<file path="src/rtl/demosaic_root_mul_pipe.sv">
// Elastic multiply pipeline: per-beat signed/unsigned product, optional rounding
// right-shift and saturation to DOUT_WIDTH, with valid/ready flow control.
module demosaic_root_mul_pipe #(
  parameter int DIN0_WIDTH = 18,
  parameter int DIN1_WIDTH = 8,
  parameter int DOUT_WIDTH = 25,
  parameter int NUM_STAGE  = 3,
  parameter int SHIFT      = 0
) (
  input  logic                  ap_clk,
  input  logic                  ap_rst_n,
  input  logic                  in_valid,
  output logic                  in_ready,
  input  logic                  in_signed,
  input  logic [DIN0_WIDTH-1:0] din0,
  input  logic [DIN1_WIDTH-1:0] din1,
  output logic                  out_valid,
  input  logic                  out_ready,
  output logic [DOUT_WIDTH-1:0] dout,
  output logic                  out_sat
);

  localparam int PW = DIN0_WIDTH + DIN1_WIDTH;
  localparam int CW = (PW + 2 > DOUT_WIDTH + 2) ? PW + 2 : DOUT_WIDTH + 2;
  localparam int RB = (SHIFT > 0) ? SHIFT - 1 : 0;

  localparam logic signed [CW-1:0] RND  = (SHIFT > 0) ? (CW'(1) << RB) : CW'(0);
  localparam logic signed [CW-1:0] UMAX = (CW'(1) << DOUT_WIDTH) - CW'(1);
  localparam logic signed [CW-1:0] SMAX = (CW'(1) << (DOUT_WIDTH - 1)) - CW'(1);
  localparam logic signed [CW-1:0] SMIN = -(CW'(1) << (DOUT_WIDTH - 1));

  // Round half-up then arithmetic shift; unsigned values are never negative here.
  function automatic logic signed [CW-1:0] round_shift(input logic signed [CW-1:0] v);
    logic signed [CW-1:0] r;
    r = v;
    if (SHIFT > 0) r = (v + RND) >>> SHIFT;
    return r;
  endfunction

  // Returns {clamped, value} for the requested signedness.
  function automatic logic [DOUT_WIDTH:0] saturate(input logic signed [CW-1:0] v,
                                                   input logic sgn);
    logic signed [CW-1:0] hi;
    logic signed [CW-1:0] lo;
    logic [DOUT_WIDTH:0]  res;
    hi  = sgn ? SMAX : UMAX;
    lo  = sgn ? SMIN : CW'(0);
    res = {1'b0, v[DOUT_WIDTH-1:0]};
    if (v > hi)      res = {1'b1, hi[DOUT_WIDTH-1:0]};
    else if (v < lo) res = {1'b1, lo[DOUT_WIDTH-1:0]};
    return res;
  endfunction

  logic signed [DIN0_WIDTH:0] a_x;
  logic signed [DIN1_WIDTH:0] b_x;
  logic signed [PW:0]         prod_c;

  logic signed [PW:0]         prod_p [NUM_STAGE];
  logic                       sgn_p  [NUM_STAGE];
  logic [NUM_STAGE-1:0]       vld_p;
  logic [NUM_STAGE-1:0]       adv;

  logic signed [CW-1:0]       ext_c;
  logic [DOUT_WIDTH:0]        res_c;

  always_comb begin
    a_x    = {in_signed & din0[DIN0_WIDTH-1], din0};
    b_x    = {in_signed & din1[DIN1_WIDTH-1], din1};
    prod_c = (PW+1)'(a_x) * (PW+1)'(b_x);
  end

  // A stage may advance unless it and every stage after it are full and the sink stalls.
  always_comb begin
    logic full;
    full = 1'b1;
    adv  = '0;
    for (int k = NUM_STAGE - 1; k >= 0; k--) begin
      full   = full & vld_p[k];
      adv[k] = out_ready | ~full;
    end
  end

  assign in_ready = adv[0] & ap_rst_n;

  always_ff @(posedge ap_clk or negedge ap_rst_n) begin
    if (!ap_rst_n) begin
      vld_p <= '0;
    end else begin
      if (adv[0]) vld_p[0] <= in_valid;
      for (int k = 1; k < NUM_STAGE; k++)
        if (adv[k]) vld_p[k] <= vld_p[k-1];
    end
  end

  // Stage 0 captures the full product; later stages only carry it forward.
  always_ff @(posedge ap_clk) begin
    if (adv[0] && in_valid) begin
      prod_p[0] <= prod_c;
      sgn_p[0]  <= in_signed;
    end
    for (int k = 1; k < NUM_STAGE; k++) begin
      if (adv[k] && vld_p[k-1]) begin
        prod_p[k] <= prod_p[k-1];
        sgn_p[k]  <= sgn_p[k-1];
      end
    end
  end

  // Output stage: rounding and clamping from the held last-stage register.
  always_comb begin
    ext_c     = CW'(prod_p[NUM_STAGE-1]);
    res_c     = saturate(round_shift(ext_c), sgn_p[NUM_STAGE-1]);
    out_valid = vld_p[NUM_STAGE-1];
    dout      = out_valid ? res_c[DOUT_WIDTH-1:0] : '0;
    out_sat   = out_valid & res_c[DOUT_WIDTH];
  end

endmodule

</file>
<file path="config.mk">
export PLATFORM = sky130hd
export DESIGN_NAME = demosaic_root_mul_pipe
export DESIGN_NICKNAME = d
export VERILOG_FILES = /design/src/rtl/demosaic_root_mul_pipe.sv
export SDC_FILE = /design/constraint.sdc
export NUM_CORES = 1
export LEC_CHECK = 0
export BUFFER_PORTS_ARGS = -buffer_cell sky130_fd_sc_hd__clkbuf_2
export CAP_MARGIN = 0
export CORE_ASPECT_RATIO = 0.6
export CORE_UTILIZATION = 65
export CTS_BUF_LIST = sky130_fd_sc_hd__clkbuf_8 sky130_fd_sc_hd__clkbuf_16
export DETAILED_ROUTE_END_ITERATION = 8
export PLACE_DENSITY_LB_ADDON = 0.2
export RECOVER_POWER = 50
export REMOVE_ABC_BUFFERS = 1
export SLEW_MARGIN = 30
export SYNTH_ARGS = -nofsm -noshare
export SYNTH_HDL_FRONTEND = slang
export SYNTH_SLANG_ARGS = --single-unit
</file>
<file path="constraint.sdc">
create_clock -name ap_clk -period 4.7 [get_ports ap_clk]
set_clock_uncertainty 0.05 [all_clocks]
set_input_delay 0.47 -clock ap_clk [delete_from_list [all_inputs] [get_ports ap_clk]]
set_output_delay 0.47 -clock ap_clk [all_outputs]
set_load 0.05 [all_outputs]
</file>
# Yosys cells after proc, flatten, opt, wreduce, memory -nomap -nowiden
# Memories as Yosys holds them, arrays and structs flattened.
# Index checks and enable logic that the tools add are counted.
# word_totals
ff_bits	3
out_inout_bits	28
ramBits	84
word_cells	34
inputBits	31
mem_count	2
# memory_table
memory	depth	word_bits	rd	rd_clocked_by_memory_dff	write_ports	line	text
prod_p	3	27	3	0	3	58	logic signed [PW:0] prod_p [NUM_STAGE];
sgn_p	3	1	3	0	3	59	logic sgn_p [NUM_STAGE];
# classes
n_mul	1
reduce_logical	3
n_bitwise	12
muxes	11
order_cmp	2
# op_table
cell	count
$mux 26	2
$mux 25	2
$lt 27x28->1	1
$mux 28	1
$gt 27x26->1	1
$mul 19x9->27	1
$and 1x1->1	6
$mux 1	6
$logic_and 1x1->1	3
$not 1->1	3
$or 1x1->1	3

# Depth between registers and ports, before layout
# Gate-level depths: netlist (run 1).
# depth
ltp_word	7
depth_mapped	21
depth_no_buf	19

# Least setup slack after synthesis (run 1)
# No wires, ideal clock.
# synth_path
kind	in2reg
from	input port din1[1]
to	memory prod_p[0][26] in the netlist's numbering, data pin
required_ns	4.393
cell_stages	19
path_slack_ns	-0.833
setup_time_ns	0.257
t_arrival_ns	5.227
path_buffers	2
cell_sequence	clkbuf_1 buf_1 nand2_1 fa_1 inv_1 fa_1 fa_1 fa_1 inv_1 fa_1 inv_1 ha_1 a21oi_1 nor2b_1 o31ai_1 a211oi_1 nor3_2 nand3_1 o2bb2ai_1
# synth_lines
element	line	text
start, declared	16	input logic [DIN1_WIDTH-1:0] din1,
end, declared	58	

==> summary.md, run 1 <==
| Metric | Value |
|---|---|
| Outcome | complete, but fails checks |
| Violated checks | negative setup slack |
| NumNets Final | 1176 |
| Synth top cells by count | fa_1, inv_1, nand2_1 |
| Worst-Skew Late Latency | 0.35 ns |
| CTS tree | built |
| Ports | 59 |
| Final slew viol count | 0 |
| Worst slew pin tran | 0.768 ns |
| Num CTS Buffers | 9 |
| Crit-path slowest cell | fa_1 |
| Main synth FF type | edfxtp_1 |
| Grt ovf | 0 |
| CTS max path bufs | 2 |
| Die width | 151 um |
| Die Area | 0.0139 sq mm |
| H-tree level count | 3 |
| Synth Register Bits | 87 |
| Worst path required time | 4.74 ns |
| Final hold violation count | 0 |
| Routability cong. | 0.915 |
| Vias | 6599 |
| CP cell instances | clkbuf_8 > nand2_4 > or2_4 > fa_2 > fa_1 > inv_2 > fa_1 > fa_1 > inv_2 > fa_1 > inv_2 > ha_4 > o2111a_2 > o211ai_4 > a32oi_4 > a31oi_4 > o31ai_4 > xor2_1 |
| Peak supply drop | 713 uV |
| DP Wirelength | 15800 um |
| Sw frac | 44.8% |
| Distinct cells, synth | 50 |
| Antenna Nets Post-Route | 0 |
| Ant. Diodes | 0 |
| Pre-CTS setup slack | -1.27 ns |
| Most frequent cell after synthesis | fa_1 |
| Hold WC Path Type | input pin to flip-flop |
| Critical Path Most Common Cell | fa_1 |
| RSZ-0062 raised after global routing | true |
| Reg power frac | 16.9% |
| Initial core utilization | 67.1% |
| Initial antenna violation count | 0 |
| Standard-cell row count | 32 |
| Top cell type's share of synthesized area | 31.5% |
| First-pass GRT wire length | 36200 um |
| Largest cells by area after synthesis | fa_1, edfxtp_1, ha_1 |
| Crit path time final | 5.17 ns |
| All-Layer GR Usage | 35.2% |
| Post-synth top area cell | fa_1 |
| Maximum clock frequency | 193 MHz |
| Post-synth EDFFs | 84 |
| Area Overhead vs Synth | 23.0% |
| Synth warn | 0 |
| CTS Sinks | 87 |
| Logic pwr share | 73.2% |
| CP Capture Type | flip-flop |
| Root Driver | clkbuf_16 |
| Setup ws final | -0.472 ns |
| Crit-path max FO | 4 |
| Syn Area/Cell | 11.0 sq um |
| Largest net degree at the start of global routing | 30 |
| DR iter-0 viols | 604 |
| Clock Power Share | 9.9% |
| Switch Pwr | 3.66 mW |
| Hold WS | 0.275 ns |
| PortBufs | 58 |
| Internal power | 4.51 mW |
| Syn Inst Count | 790 |
| Vias in the first global route | 7232 |
| Critical Path AT | 5.21 ns |
| Worst path max stage delay | 0.57 ns |
| # setup viols final | 16 |
| Pre-antenna DRT Iters | 5 |
| Register area share after synthesis | 29.8% |
| Core area | 0.0130 sq mm |
| Wire per inst | 20.5 um |
| Share of flip-flops with an asynchronous set or reset | 3.45% |
| Die outline height | 91.7 um |
| Crit Path Class | input pin to flip-flop |
| Share of cells above drive strength 1 | 25.4% |
| Fillers | 666 |
| Period utilization | 110% |
| Leakage | 5.02 nW |
| PwrDens | 763 mW/mm^2 |
| Clock-pin slew on the worst setup and hold paths | 0.06 ns |
| Startpoint types | input pin |
| Final wirelength | 23000 um |
| Drt via density | 5.87 |
| Post-synthesis cell area | 0.00871 sq mm |
| Worst relative slew slack | 47.7% |
| Max-cap viol count | 0 |
| Remaining DRCs | 0 |
==> path summary, 6_finish.rpt <==
path                                    from             to  slack [ns]  depth (start not counted)
worst max-delay path                 din1[7]  prod_p[0][25]       -0.47                         18
worst min-delay path                in_valid       vld_p[0]        0.27                          2
worst max register to register      vld_p[2]  prod_p[0][30]        2.65                          3
worst min register to register  prod_p[0][6]  prod_p[0][33]        0.37                          0
max in group asynchronous           ap_rst_n       vld_p[1]        4.01                          2
min in group asynchronous           ap_rst_n       vld_p[0]        0.42                          2
==> layout by cell type (no fill, tap or decap), types with 21 or more instances in the layout <==
master	instances
and2_1	79
nand2_1	104
a21boi_1	21
buf_4	109
fa_1	132
edfxtp_1	84
ha_1	55
clkbuf_2	54
nor2_1	27
inv_1	104
==> final cells by class <==
class / instances / area, sq um / share of cell area [%]
clock buffers: 9 / 225 / 2.10
repair buffers: 178 / 1280 / 11.9
clock inverters: 7 / 111 / 1.04
flip-flops and latches: 87 / 2600 / 24.2
multi-input cells: 565 / 5880 / 54.9
well taps: 170 / 213 / 1.99
inverters: 108 / 405 / 3.78
==> through the flow <==
step | cell area, sq um | setup TNS [ns] | instances | power (mW) | utilization (%)
floorplan | 8600 | -10.46 | 760 | 4.28 | -
global placement | 9900 | -12.26 | 1094 | 5.83 | 76.3
detailed placement | 9910 | -15.06 | 1094 | 6.13 | 76.4
CTS | 10600 | -1.80 | 1117 | 7.51 | 81.4
global route | 10700 | -6.93 | 1124 | 8.61 | 82.6
finish | 10700 | -5.27 | 1124 | 8.17 | 82.6
==> timing repair <==
item / 4_1_cts / 5_1_grt
endpoints found under the hold margin: 3 / 0
hold buffers: 1 / 0
gates resized for setup: 51 / 22
setup endpoints to repair: 16 / 16
pin swaps: 42 / 14
setup buffers: 8 / 8
==> power by group through the flow <==
stage / Sequential [mW] / Clock (mW) / Combinational [mW]
finish: 1.38 / 0.806 / 5.98
detailed placement: 1.39 / 0 / 4.74
floorplan: 1.35 / 0 / 2.93
global placement: 1.38 / 0 / 4.45
global route: 1.39 / 0.841 / 6.38
CTS: 1.37 / 0.809 / 5.33
==> registers in the layout, indices dropped and copies added, names as in the netlist <==
signal / flops
prod_p: 81
sgn_p: 3
vld_p: 3
==> cell families (layout without fill, tap and decap cells) <==
group	after synthesis	count (layout)	synth area share, %
simple gates	260	260	14.7
fa+ha+maj	196	196	40.0
buf+inv	138	302	5.95
flops	87	87	29.8
compound gates	81	81	6.67
xor+xnor	26	26	2.61
mux	2	2	0.230
==> critical path, delay by kind of cell <==
kind            cells  cell delay (ns)
fa+ha+maj           6             2.94
compound gates      5             1.13
simple gates        2             0.28
buf+inv             4             0.27
xor+xnor            1             0.10
==> routing by layer <==
metal,part of all wire [%],GRT usage [%]
met4,4.0,16.3
met5,0,0
met3,7.0,6.97
met1,37,43.8
met2,52,59.4
Note: power is estimated with default switching activity, not from simulation.
==> run 2, diff against run 1 <==
--- a/config.mk
+++ b/config.mk
@@ -14,6 +14,7 @@
 export PLACE_DENSITY_LB_ADDON = 0.2
 export RECOVER_POWER = 50
 export REMOVE_ABC_BUFFERS = 1
+export SETUP_SLACK_MARGIN = 0.05
 export SLEW_MARGIN = 30
 export SYNTH_ARGS = -nofsm -noshare
 export SYNTH_HDL_FRONTEND = slang
==> constraint.sdc (replaced) <==
create_clock -name ap_clk -period 6.5 [get_ports ap_clk]
set_clock_uncertainty 0.05 [all_clocks]
set_input_delay 0.975 -clock ap_clk [delete_from_list [all_inputs] [get_ports ap_clk]]
set_output_delay 0.975 -clock ap_clk [all_outputs]
set_load 0.05 [all_outputs]
==> run 2 against run 1 <==
  * The flow finishes with violations (max-capacitance violations, max-slew violations)
  * Register-to-register slack better by 1.1 ns
  * First-iteration DRC count fell by 33%
  * Sequential share of layout area is 3.2 points higher
  * Critical path depth increased by 1
  * Count of clock-buffer cells in the layout did not move
  * Final cell count fell by 9.7%
  * Clock power fell by 38%
  * Final area fell by 12%
  * Total power fell by 48%
==> summary.md, run 2 (same netlist as run 1, synthesis figures left out) <==
| Metric | Value |
|---|---|
| Outcome | complete, but fails checks (unchanged) |
| Violated checks | max-capacitance violations, max-slew violations (was negative setup slack) |
| Die width | 151 um (unchanged) |
| Num CTS Buffers | 9 (unchanged) |
| Worst path required time | 6.54 ns (was 4.74 ns) |
| Clock-pin slew on the worst setup and hold paths | 0.06 ns (about the same) |
| Ant. Diodes | 0 (unchanged) |
| Dpl cell area | 0.00920 sq mm (was 0.00991 sq mm) |
| RSZ-0062 raised after global routing | false (was true) |
| Die Area | 0.0139 sq mm (unchanged) |
| Largest register FFs | 81 (unchanged) |
| Crit Path Class | input pin to flip-flop (unchanged) |
| Most flops, register | prod_p (unchanged) |
| Maximum clock frequency | 159 MHz |
| CTS resizes | 0 (was 51) |
| Crit-path max FO | 5 (was 4) |
| Antenna Nets Post-Route | 0 (unchanged) |
| Largest net degree at the start of global routing | 30 (unchanged) |
| Pre-antenna DRT Iters | 5 (unchanged) |
| DR iter-0 viols | 406 (was 604) |
| Vias | 5784 (was 6599) |
| Final slew viol count | 58 (was 0) |
| Core area | 0.0130 sq mm (unchanged) |
| Final Util | 73.0% (was 82.6%) |
| Period utilization | 96.8% |
| Worst-Skew Late Latency | 0.34 ns (was 0.35 ns) |
| Hold WC Path Type | flip-flop to flip-flop (was input pin to flip-flop) |
| All-Layer GR Usage | 27.4% (was 35.2%) |
| Wire per inst | 17.1 um (was 20.5 um) |
| Drt via density | 5.70 (was 5.87) |
| R2R depth | 4 (was 3) |
| Routability cong. | 0.878 (was 0.915) |
| Ports | 59 (unchanged) |
| Hold_buf cts | 0 (was 1) |
| CTS max path bufs | 2 (unchanged) |
| PortBufs | 58 (unchanged) |
| Post-layout instance count excluding filler cells | 1015 (was 1124) |
| Post-route cell area | 0.00948 sq mm (was 0.0107 sq mm) |
| Share of cells above drive strength 1 | 10.8% (was 25.4%) |
| Worst Hold Depth | 0 (was 2) |
| Remaining DRCs | 0 (unchanged) |
| Final hold violation count | 0 (unchanged) |
| Crit path time final | 6.29 ns |
| Standard-cell row count | 32 (unchanged) |
| Grt ovf | 0 (unchanged) |
| Leakage | 4.39 nW (was 5.02 nW) |
| CTS Sinks | 87 (unchanged) |
| Initial antenna violation count | 0 (unchanged) |
| Top flop regs | prod_p: 81 flops, sgn_p: 3 flops, vld_p: 3 flops (unchanged) |
| Most frequent cells in the layout | fa_1, inv_1, nand2_1, edfxtp_1, and2_1 (was fa_1, buf_4, inv_1, nand2_1, edfxtp_1) |
| Worst slew pin tran | 1.78 ns (was 0.768 ns) |
| First-pass GRT wire length | 28800 um (was 36200 um) |
| CTS tree | built (unchanged) |
| Root Driver | clkbuf_16 (unchanged) |
| # setup viols final | 0 (was 16) |
| Area Overhead vs Synth | 8.81% (was 23.0%) |
| Max-cap viol count | 2 (was 0) |
| PwrDens | 445 mW/mm^2 (was 763 mW/mm^2) |
| Final wirelength | 17300 um (was 23000 um) |
| H-tree level count | 3 (unchanged) |
| Commonest non-fill, non-tap cell in the layout | fa_1 (unchanged) |
| Vias in the first global route | 5977 (was 7232) |
| Placed cells | 999 (was 1094) |
| DP Wirelength | 13900 um (was 15800 um) |
| Setup repair bufs after CTS | 0 (was 8) |
| Worst relative slew slack | -19.0% (was 47.7%) |
| Die outline height | 91.7 um (unchanged) |
| Initial core utilization | 67.1% (unchanged) |
| Startpoint types | input pin (unchanged) |
| CP Capture Type | flip-flop (unchanged) |
| Fillers | 874 (was 666) |
| NumNets Final | 1067 (was 1176) |
| Critical Path AT | 6.33 ns (was 5.21 ns) |
| Peak supply drop | 356 uV (was 713 uV) |
[run 2: changes by cell type in the layout (fill, tap and decap cells not counted), moves of 5 or more]
cell   before  now
inv_1     104  110
buf_6       9    0
fa_2        5    0
fa_1      132  137
buf_4     109    8
[run 2: power breakdown]
part / internal, mW / switching, mW
clock: 0.294 / 0.205
combinational: 1.10 / 1.62
sequential: 0.937 / 0.0549
total: 2.34 / 1.88
[run 2: through the flow]
| stage | total power, mW | TNS (ns) | worst slack, ns | hold slack [ns] |
|---|---|---|---|---|
| 5_1_grt | 4.57 | 0 | 0.115 | 0.369 |
| 3_5_place_dp | 3.70 | -0.0657 | -0.0657 | 0.355 |
| 3_3_place_gp | 3.60 | 0 | 0.135 | 0.352 |
| 6_report | 4.22 | 0 | 0.211 | 0.367 |
| 2_1_floorplan | 3.10 | 0 | 0.393 | 0.350 |
| 4_1_cts | 4.23 | 0 | 0.293 | 0.361 |
[run 2: critical path, cell delays in order]
cell and delay [ns]:
clkbuf_2 0.16, nand2_1 0.09, or2_2 0.29, fa_1 0.51, fa_1 0.56, inv_1 0.06, fa_1 0.50, fa_1 0.55
inv_1 0.05, fa_1 0.53, inv_1 0.04, ha_1 0.36, a21oi_1 0.17, nor2b_1 0.07, o31ai_1 0.52, a211oi_1 0.24
nor3_2 0.35, nand3_1 0.14, o2bb2ai_1 0.16
[run 2: metal layers]
layer | part of all wire (%) | routed length, um | global-route usage, % | up-vias
met5 | 0 | 0 | 0 | -
met4 | 1.1 | 191 | 5.75 | 0
met3 | 7.3 | 1270 | 5.97 | 22
met2 | 48 | 8380 | 43.5 | 224
met1 | 43 | 7470 | 39.3 | 2897
li1 | - | - | - | 2641
[run 2: area by class of cell]
| type | count | area (sq um) | share of cell area [%] |
|---|---|---|---|
| well taps | 170 | 213 | 2.24 |
| inverters | 108 | 405 | 4.28 |
| multi-input cells | 565 | 5610 | 59.2 |
| repair buffers | 69 | 360 | 3.80 |
| clock buffers | 9 | 225 | 2.38 |
| clock inverters | 7 | 66.3 | 0.700 |
| flip-flops and latches | 87 | 2600 | 27.4 |
[run 2: worst paths after layout]
path                                 end  slack (ns)           from
max                        prod_p[0][26]        0.21      in_signed
min                        prod_p[0][62]        0.37  prod_p[0][35]
max reg2reg                 prod_p[0][1]        3.71       vld_p[2]
min reg2reg                prod_p[0][62]        0.37  prod_p[0][35]
max in group asynchronous       vld_p[0]        5.85       ap_rst_n
min in group asynchronous       vld_p[2]        0.39       ap_rst_n
